`config.mk`:
```
export PLATFORM = sky130hd
export DESIGN_NAME = signal_conflict_monitor
export DESIGN_NICKNAME = d
export VERILOG_FILES = /design/src/rtl/signal_conflict_monitor.sv
export SDC_FILE = /design/constraint.sdc
export NUM_CORES = 1
export LEC_CHECK = 0
export ABC_AREA = 1
export BUFFER_PORTS_ARGS = -buffer_cell sky130_fd_sc_hd__buf_2
export CELL_PAD_IN_SITES_DETAIL_PLACEMENT = 0
export CELL_PAD_IN_SITES_GLOBAL_PLACEMENT = 1
export CORE_ASPECT_RATIO = 0.75
export CORE_MARGIN = 8
export CORE_UTILIZATION = 45
export CTS_BUF_LIST = sky130_fd_sc_hd__clkbuf_16
export CTS_CLUSTER_SIZE = 14
export DETAILED_ROUTE_END_ITERATION = 10
export PLACE_DENSITY = 0.94
export SKIP_LAST_GASP = 1
export SLEW_MARGIN = 0
export SYNTH_ARGS = -nofsm -noshare
export SYNTH_HDL_FRONTEND = slang
export SYNTH_SLANG_ARGS = --single-unit
export TNS_END_PERCENT = 100
```
`constraint.sdc`:
```
create_clock -name clk -period 3.2 [get_ports clk]
set_clock_uncertainty 0.2 [all_clocks]
set_input_delay 0.64 -clock clk [delete_from_list [all_inputs] [get_ports clk]]
set_output_delay 0.64 -clock clk [all_outputs]
set_load 0.01 [all_outputs]
```
`src/rtl/signal_conflict_monitor.sv`:
```
// signal_conflict_monitor: registers four lamp codes, trips into a flashing-yellow fail-safe on persistent conflicts.
// Optional SIGNAL_CONFLICT_LOG_EN adds a saturating count of fail-safe entries.
module signal_conflict_monitor #(
  parameter int TICK_DIV = 25000000,
  parameter int CONFLICT_CYCLES = 4
) (
  input  logic       clk,
  input  logic       reset,
  input  logic [1:0] north_in,
  input  logic [1:0] east_in,
  input  logic [1:0] south_in,
  input  logic [1:0] west_in,
  input  logic       clear,
  output logic [7:0] lamp_out,
  output logic       fault,
  output logic [2:0] fault_code,
  output logic       blink_phase,
  output logic [7:0] conflict_count
);
  localparam int PW = $clog2(TICK_DIV);
  localparam int CW = $clog2(CONFLICT_CYCLES + 1);
  localparam logic [PW-1:0] LAST_TICK = PW'(TICK_DIV - 1);
  localparam logic [CW-1:0] LAST_HIT = CW'(CONFLICT_CYCLES - 1);
  typedef enum logic [1:0] {NORMAL, PENDING, FAILSAFE} state_t;
  state_t state;
  logic [PW-1:0] presc;
  logic [CW-1:0] hits;
  logic [3:0] green;
  logic [7:0] packed_in;
  logic illegal, multi_green, conflict, wrap, phase_n, trip;
  always_comb begin
    packed_in = {north_in, east_in, south_in, west_in};
    green = {north_in == 2'b10, east_in == 2'b10, south_in == 2'b10, west_in == 2'b10};
    illegal = (&north_in) | (&east_in) | (&south_in) | (&west_in);
    multi_green = |(green & (green - 4'd1));
    conflict = multi_green | illegal;
    wrap = presc == LAST_TICK;
    phase_n = wrap ? ~blink_phase : blink_phase;
    trip = conflict && (state == NORMAL ? CONFLICT_CYCLES == 1 : state == PENDING && hits == LAST_HIT);
  end
  always_ff @(posedge clk or negedge reset) begin
    if (!reset) begin
      state <= NORMAL;
      presc <= '0;
      hits <= '0;
      blink_phase <= 1'b1;
      lamp_out <= 8'h00;
      fault <= 1'b0;
      fault_code <= 3'd0;
    end else begin
      presc <= (trip || wrap) ? '0 : presc + 1'b1;
      blink_phase <= trip ? 1'b1 : phase_n;
      if (trip) begin
        state <= FAILSAFE;
        hits <= '0;
        fault <= 1'b1;
        fault_code <= {1'b0, illegal, multi_green};
        lamp_out <= 8'h55;
      end else if (state == FAILSAFE) begin
        if (clear && !conflict) begin
          state <= NORMAL;
          fault <= 1'b0;
          fault_code <= 3'd0;
          lamp_out <= packed_in;
        end else
          lamp_out <= {4{1'b0, phase_n}};
      end else begin
        state <= conflict ? PENDING : NORMAL;
        hits <= conflict ? hits + 1'b1 : '0;
        lamp_out <= packed_in;
      end
    end
  end
`ifdef SIGNAL_CONFLICT_LOG_EN
  always_ff @(posedge clk or negedge reset) begin
    if (!reset)
      conflict_count <= 8'h00;
    else if (trip && conflict_count != 8'hFF)
      conflict_count <= conflict_count + 8'd1;
  end
`else
  assign conflict_count = 8'h00;
`endif
endmodule
```
Word level (Yosys, flattened, before mapping)
Index checks and enable logic that the tools add are counted.
{ "op_classes": {"div_mod_pow": 0, "bitwise_logic": 6, "magnitude_cmp": 0, "eq_ne": 10, "reduce_logical": 14, "addsub": 3, "multipliers": 0, "shifts": 0, "n_mux": 20} }
{ "ops": {"columns": ["operator", "count"], "rows": [
  ["$add A25 B1 Y25 const B", 1],
  ["$eq A25 B25 Y1 const B", 1],
  ["$mux W25", 1],
  ["$mux W8", 3],
  ["$mux W3", 6],
  ["$eq A2 B2 Y1 const B", 5],
  ["$reduce_and A2 Y1", 5],
  ["$mux W1", 7],
  ["$mux W2", 3],
  ["$and A4 B4 Y4", 1],
  ["$or A1 B1 Y1", 4],
  ["$reduce_bool A2 Y1", 2],
  ["$reduce_or A4 Y1", 1],
  ["$sub A4 B1 Y4 const B", 1],
  ["$add A3 B1 Y3 const B", 1],
  ["$eq A3 B2 Y1 const B", 1],
  ["$logic_and A1 B1 Y1", 3],
  ["$ne A3 B2 Y1 const B", 1],
  ["$eq A2 B1 Y1 const B", 1],
  ["$logic_not A2 Y1", 1],
  ["$ne A2 B2 Y1 const B", 1],
  ["$logic_not A1 Y1", 1],
  ["$logic_or A1 B1 Y1", 1],
  ["$not A1 Y1", 1]
]} }
{ "totals": {"output_inout_bits": 21, "mem_bits_rw": 0, "latch_bits": 0, "register_bits": 43, "inputBits": 11, "memories": 0, "rom_bits": 0} }

Longest topological paths before layout
Gate-level depths: netlist of the first run.
{ "logic_depth": {"word_depth": 10, "ltp_mapped": 11} }

Worst setup path before layout of the first run
No wires, ideal clock.
{ "synth_timing": {"path_type": "input -> register", "from": "in north_in[1]", "to": "reg lamp_out[0]", "setup_slack_ns": 1.439, "stages": 8, "path_buffers": 0, "t_arrival_ns": 1.442, "cell_sequence": "inv_1 -> o21ai_1 -> nor2_2 -> nand3_1 -> nand2_1 -> nand2_2 -> nand2_2 -> nand2_1"} }
{ "synth_via": {"elab_chain_len": 10} }
{ "synth_rtl": {"columns": ["item", "line", "rtl"], "rows": [
  ["start, declared", "9", "input logic [1:0] north_in,"],
  ["$eq A2 B2 Y1 or $reduce_and A2 Y1 (tied branches)", "33, 34", null],
  ["$sub A4 B1 Y4 or $or A1 B1 Y1 (tied branches)", "35, 34", null],
  ["$and A4 B4 Y4 or $or A1 B1 Y1 (tied branches)", "35, 34", null],
  ["$reduce_or A4 Y1 or $or A1 B1 Y1 (tied branches)", "35, 34", null],
  ["$or A1 B1 Y1 *", "36", "conflict = multi_green | illegal;"],
  ["$logic_not A1 Y1", "60", "if (clear && !conflict) begin"],
  ["$logic_and A1 B1 Y1", "60", null],
  ["$mux W8", "60", null],
  ["$mux W8", "59", "end else if (state == FAILSAFE) begin"],
  ["$mux W8 *", "53", "if (trip) begin"],
  ["end signal, assigned", "64", "lamp_out <= packed_in;"],
  ["end signal, assigned", "66", "lamp_out <= {4{1'b0, phase_n}};"],
  ["end signal, assigned", "70", "lamp_out <= packed_in;"],
  ["end, declared", "14", "output logic [7:0] lamp_out,"]
]} }
Mark *: on every way between the ends. The rest lies on a longest branch, timed or not.
A chain may end at the register's enable or synchronous reset.

Final worst setup path of the first run
{ "layout_timing": {"from": "reg presc[0]", "to": "reg presc[21]"} }
{ "layout_via": {"elab_chain_len": 3} }
{ "layout_rtl": {"columns": ["item", "line", "rtl"], "rows": [
  ["start, declared", "26", "logic [PW-1:0] presc;"],
  ["start signal, assigned", "51", "presc <= (trip || wrap) ? '0 : presc + 1'b1;"],
  ["branches (longest 2 deep; another with $add A25 B1 Y25)", null, null],
  ["$mux W25 *", "51", null]
]} }
Mark *: on every way between the ends.

==> metrics.yaml, run 1 <==
timing:
  setup_tns_ps: 0
  fmax_mhz: 495
  slew_headroom_pct: 39.2
  min_period_over_period_pct: 63.2
  fin_crit_ps: 2020
  rsz0062_at_grt: "no"
  worst_pin_slew_ps: 911
  maxSlewViolCount: 0
  setup_violations: 0
  finalHoldViolCount: 0
die:
  core-area_sq_mm: 0.00495
  die-area_sq_mm: 0.00779
  placementRows: 22
  die_h_um: 78.5
  start_util_pct: 47.3
  die_w_um: 99.3
  num_io_pins: 32
critical_path:
  worst_ep_arrival_time_ps: 1970
  critPathRequiredTime_ps: 3150
  cp-start-kind: "flip-flop"
  crit_type: "reg2reg"
  cp_max_fo: 21
  crit_end: "presc[21]"
  crit_path_start: "presc[0]"
  reg2reg_depth: 8
  rr_startpoint: "presc[0]"
  r2r-end: "presc[21]"
  end_kind: "flip-flop"
  r2r_setup_slack_ps: 1180
power:
  cellPowerDensity_mw_per_mm2: 635
  leakage_uw: 0.00133
  ir_drop_mv: 0.545
cells_and_area:
  layout_common_cells: "82 x nand2_1, 59 x nor2_1, 42 x inv_1"
  fin_util_pct: 52.9
  final_common_cell: "nand2_1"
  drive_gt1_share_pct: 13.0
  antennaDiodeCount: 0
  areaGrowthSynthToFinish_pct: 11.8
  seqCellArea_sq_mm: 0.00105
  multi_input_area_sq_mm: 0.00107
  nNetsFinal: 351
  n_fill_cell: 492
clock_network:
  cts_root_buf: "clkbuf_16"
  cts_buffers: 5
  post_cts_buffers: 0
  clock_latency_ps: 280
  cts_tree: "done"
  cts_buffer_depth: 2
  cts_resized: 0
  cts-htree-levels: 2
  hold_buffers: 0
  clock_sinks: 42
  clkTransAtPathRegs_ps: 60
detailed_routing:
  via_per_inst: 4.78
  drc: 0
  drtIter0Drc: 131
  dr_total_vias: 1904
  wirelength_um: 4930
  drtPass1Iterations: 4
  wl_per_cell_um: 12.4
  antenna_left: 0
placement:
  hpwl_um: 3760
  io_buffer_count: 22
  gp_congestion: 0.842
worst_hold_path:
  hold_start: "fault"
  hold_path_class: "reg2reg"
global_route:
  grt_pass1_vias: 1809
  grt_max_degree: 43
  antenna_found_initial: 0
  grt.overflow.total: 0
  grt_pass1_wl_um: 8510
  grt.total_usage_pct: 13.5
synth:
  syn_avg_cell_area_sq_um: 7.51
  synth_warnings: 0
  synth_top_area_share_pct: 43.8
  netlist_area_sq_mm: 0.00234
  ys_types: 24
  yosys-top-cells-area: "dfrtp_1 44%, nand2_1 13%, nor2_1 9.5%, inv_1 6.4%, nand3_1 4.3%"
  ys_ff_latch: 42
  synthCells: 312
  yosys.area.top_type: "dfrtp_1"
  synth.yosys.seq_area_share_pct: 44.9
job:
  cap_violations: 0
run_status:
  run_status: "completed"
where the power goes:
group	internal (uW)	total, uW	switching [uW]
logic	138	390	252
clock network	362	559	197
registers	640	715	75.3
metal layers:
metal  global-route usage (%)  routed length, um
met5                        0                  0
met2                     19.5               1940
met3                     3.00                247
met4                     4.97                 63
met1                     19.2               2680
cell usage after synthesis:
master   instances
nand3_1         20
nor2_2           2
nor2_1          59
conb_1           1
dfrtp_1         41
nand4_1          6
nand3_2          2
nor2_4           2
and3_1           1
buf_6            3
nor3b_1          1
a21oi_1          6
nand2_1         82
o21ai_1          1
inv_1           40
o21ai_0          7
xor2_1           8
ha_1             3
dfstp_2          1
xnor2_1          4
nand2_4          2
nor3_1           4
nand2_2          7
buf_4            9
through the flow:
step | area [sq um] | hold slack (ps) | instances | worst slack [ps] | total power (uW)
2_1_floorplan | 2370 | 144 | 320 | 1440 | 1010
3_3_place_gp | 2460 | 257 | 390 | 1010 | 1110
3_5_place_dp | 2460 | 265 | 390 | 954 | 1120
4_1_cts | 2620 | 277 | 398 | 1150 | 1680
5_1_grt | 2620 | 312 | 398 | 1030 | 1760
6_report | 2620 | 270 | 398 | 1180 | 1660
critical path, cell delays in order, from the launching register on:
cell,delay (ps)
dfrtp_1,380
ha_1,240
nand2_2,100
nor2_4,160
nand3_2,120
nor2_4,150
nand2_4,90
nand2_2,340
nor2_1,100
logic make-up (layout without fill, tap and decap cells):
logic type / after synthesis / after routing / share of synthesized area, %
AO/OA/AOI/OAI: 14 / 14 / 2.99
buffers and inverters: 52 / 70 / 10.7
flip-flops: 42 / 42 / 44.9
other: 1 / 9 / 0.160
adder cells (fa/ha/maj): 3 / 3 / 1.60
AND/OR/NAND/NOR: 188 / 188 / 35.1
XOR/XNOR: 12 / 12 / 4.49
cell type report:
class	count	area share (%)
clock buffer	5	4.78
clock inverter	3	1.43
inverter	40	5.73
multi-input combinational	226	40.8
sequential	42	40.2
tap	60	2.87
timing repair buffer	22	4.20
worst min path at each step:
| stage | end | slack [ps] | cells after the start |
|---|---|---|---|
| after detailed placement | fault | 260 | 2 |
| after global placement | fault | 260 | 2 |
| after global routing | hits[1] | 310 | 2 |
| after CTS | fault | 280 | 2 |
| after floorplan | fault | 140 | 0 |
| final | fault | 270 | 2 |
registers in the layout, summed over array words and instances, names as in the netlist:
register     flops
hits             3
fault            1
fault_code       2
lamp_out         8
blink_phase      1
presc           25
state            2
Power figures use the tool's default switching activity.
==> run 2, diff against run 1 <==
--- a/config.mk
+++ b/config.mk
@@ -11,11 +11,11 @@
 export CELL_PAD_IN_SITES_GLOBAL_PLACEMENT = 1
 export CORE_ASPECT_RATIO = 0.75
 export CORE_MARGIN = 8
-export CORE_UTILIZATION = 45
+export CORE_UTILIZATION = 42
 export CTS_BUF_LIST = sky130_fd_sc_hd__clkbuf_16
 export CTS_CLUSTER_SIZE = 14
 export DETAILED_ROUTE_END_ITERATION = 10
-export PLACE_DENSITY = 0.94
+export PLACE_DENSITY = 0.89
 export SKIP_LAST_GASP = 1
 export SLEW_MARGIN = 0
 export SYNTH_ARGS = -nofsm -noshare
==> constraint.sdc (replaced) <==
create_clock -name clk -period 2 [get_ports clk]
set_clock_uncertainty 0.2 [all_clocks]
set_input_delay 0.4 -clock clk [delete_from_list [all_inputs] [get_ports clk]]
set_output_delay 0.4 -clock clk [all_outputs]
set_load 0.01 [all_outputs]
==> run 2 against run 1 <==
Flip-flop and latch count stayed put. Largest power group unchanged. Cell count is 5.5% higher. Sequential power is 61% higher. Largest cell class unchanged. Clock-buffer cell count stayed put. Total power is 62% higher. Register-to-register slack worse by 1000 ps. Fmax is 8.6% higher. Non-clock buffer count is 7 higher. Die area is 5.8% higher.
==> metrics.yaml, run 2 (synthesis results as in run 1) <==
run_status:
  run_status: "completed"
timing:
  setup_tns_ps: 0  # unchanged
  finalHoldViolCount: 0  # unchanged
  fin_crit_ps: 1860  # -159 ps
  finalWorstSetupSlack_ps: 138  # -1040 ps
  setup_violations: 0  # unchanged
  maxSlewViolCount: 0  # unchanged
  rsz0062_at_grt: "no"
  fmax_mhz: 537  # +8.6%
  min_period_over_period_pct: 93.1  # +30 points
die:
  die_w_um: 102  # +2.9%
  die-area_sq_mm: 0.00825  # +5.8%
  core-area_sq_mm: 0.00535  # +8.0%
  start_util_pct: 43.8  # -3.5 points
  num_io_pins: 32  # unchanged
  die_h_um: 80.7  # +2.8%
  placementRows: 23  # +4.5%
clock_network:
  cts_tree: "done"
  cts_root_buf: "clkbuf_16"
  post_cts_buffers: 0  # unchanged
  clock_latency_ps: 280  # about the same
  clkTransAtPathRegs_ps: 60  # about the same
  cts-htree-levels: 2  # unchanged
  cts_buffer_depth: 2  # unchanged
  clock_sinks: 42  # unchanged
  cts_buffers: 5  # unchanged
worst_hold_path:
  hold_path_class: "in2reg"
  hold_start: "south_in[0]"
  hold_path_depth: 3  # +1
  holdPathEnd: "lamp_out[2]"
cells_and_area:
  final_common_cell: "nand2_1"
  layout_common_cells: "82 x nand2_1, 59 x nor2_1, 41 x inv_1, 41 x dfrtp_1, 22 x buf_2"
  antennaDiodeCount: 0  # unchanged
  largestRegisters: "presc x25, lamp_out x8, hits x3"
  largest_register: "presc"
  final_area_sq_mm: 0.00272  # +3.9%
  largest_reg_flops: 25  # unchanged
  drive_gt1_share_pct: 14.8  # +1.8 points
  nNetsFinal: 358  # +2.0%
  areaGrowthSynthToFinish_pct: 16.1
detailed_routing:
  wl_per_cell_um: 12.5  # +0.49%
  drtPass1Iterations: 6  # +2
  antenna_left: 0  # unchanged
  wirelength_um: 5230  # +6.0%
  via_per_inst: 4.72  # -1.3%
  drtIter0Drc: 151  # +15%
  drc: 0  # unchanged
  dr_total_vias: 1984  # +4.2%
placement:
  hpwl_um: 4100  # +8.9%
  gp_congestion: 0.837  # -0.66%
  io_buffer_count: 22  # unchanged
  pre_cts_slack_ps: 120  # -834 ps
  dpl-instance-area_sq_mm: 0.00254  # +3.6%
global_route:
  grt.total_usage_pct: 13.5  # -0.042 points
  grt.overflow.total: 0  # unchanged
  grt_max_degree: 28  # -35%
  grt_pass1_wl_um: 8790  # +3.2%
  antenna_found_initial: 0  # unchanged
  grt_pass1_vias: 1833  # +1.3%
critical_path:
  cp-start-kind: "flip-flop"
  cp_max_fo: 17  # -19%
  crit_type: "reg2reg"
  rr_startpoint: "presc[0]"
  reg2reg_depth: 9  # +1
  worst_ep_arrival_time_ps: 1830  # -140 ps
  r2r_setup_slack_ps: 140  # -1040 ps
  end_kind: "flip-flop"
  critPathRequiredTime_ps: 1970  # -1180 ps
  r2r-end: "presc[7]"
job:
  cap_violations: 0  # unchanged
power:
  cellPowerDensity_mw_per_mm2: 989  # +56%
  leakage_uw: 0.00136  # +2.8%
  ir_drop_mv: 0.689  # +26%
==> run 2: layer usage <==
metal,vias up,GRT usage (%),wire length (um)
met3,4,3.02,340
met1,914,19.2,2630
met4,0,3.65,42
met2,64,19.9,2210
met5,-,0,0
li1,1002,-,-
==> run 2: what timing repair did <==
item                                    4_1_cts  5_1_grt
hold buffers                                  1        0
endpoints found under the setup margin        0       17
hold endpoints to repair                     15        0
gates resized for setup                       0        1
==> run 2: worst max path at each step <==
| stage | from | to |
|---|---|---|
| final | presc[0] | presc[7] |
| after global routing | presc[0] | presc[7] |
| after floorplan | presc[0] | presc[22] |
| after global placement | presc[0] | presc[22] |
| after detailed placement | presc[0] | presc[7] |
| after CTS | presc[0] | presc[7] |
==> run 2: critical path, stage by stage, from the launching register on <==
cell,delay (ps)
dfrtp_1,390
ha_2,230
nand2_2,90
nor2_4,140
nand3_2,100
nor2_4,150
nand2_4,90
nand2_2,150
buf_12,160
nor2_1,60
==> run 2: area by class of cell <==
cell class,count,area (sq um)
clock inverters,3,37.5
repair buffers,29,190
multi-input cells,226,1070
clock buffers,5,125
fillers,533,2630
inverters,40,150
flip-flops and latches,42,1050
well taps,75,93.8
==> run 2: stage by stage <==
step	power (uW)	hold WS, ps	std cells	utilization [%]
floorplan	1610	-95.6	320	-
global placement	1800	145	411	47.5
detailed placement	1820	144	411	47.5
CTS	2710	149	420	50.8
global route	2860	168	420	50.8
finish	2690	150	420	50.8
==> run 2: where the power goes <==
group | leakage (uW) | switching [uW] | internal, uW | total [uW]
Combinational | 0.000742 | 406 | 254 | 660
Clock | 0.0000826 | 305 | 580 | 884
Sequential | 0.000539 | 122 | 1020 | 1150
Total | 0.00136 | 832 | 1860 | 2690
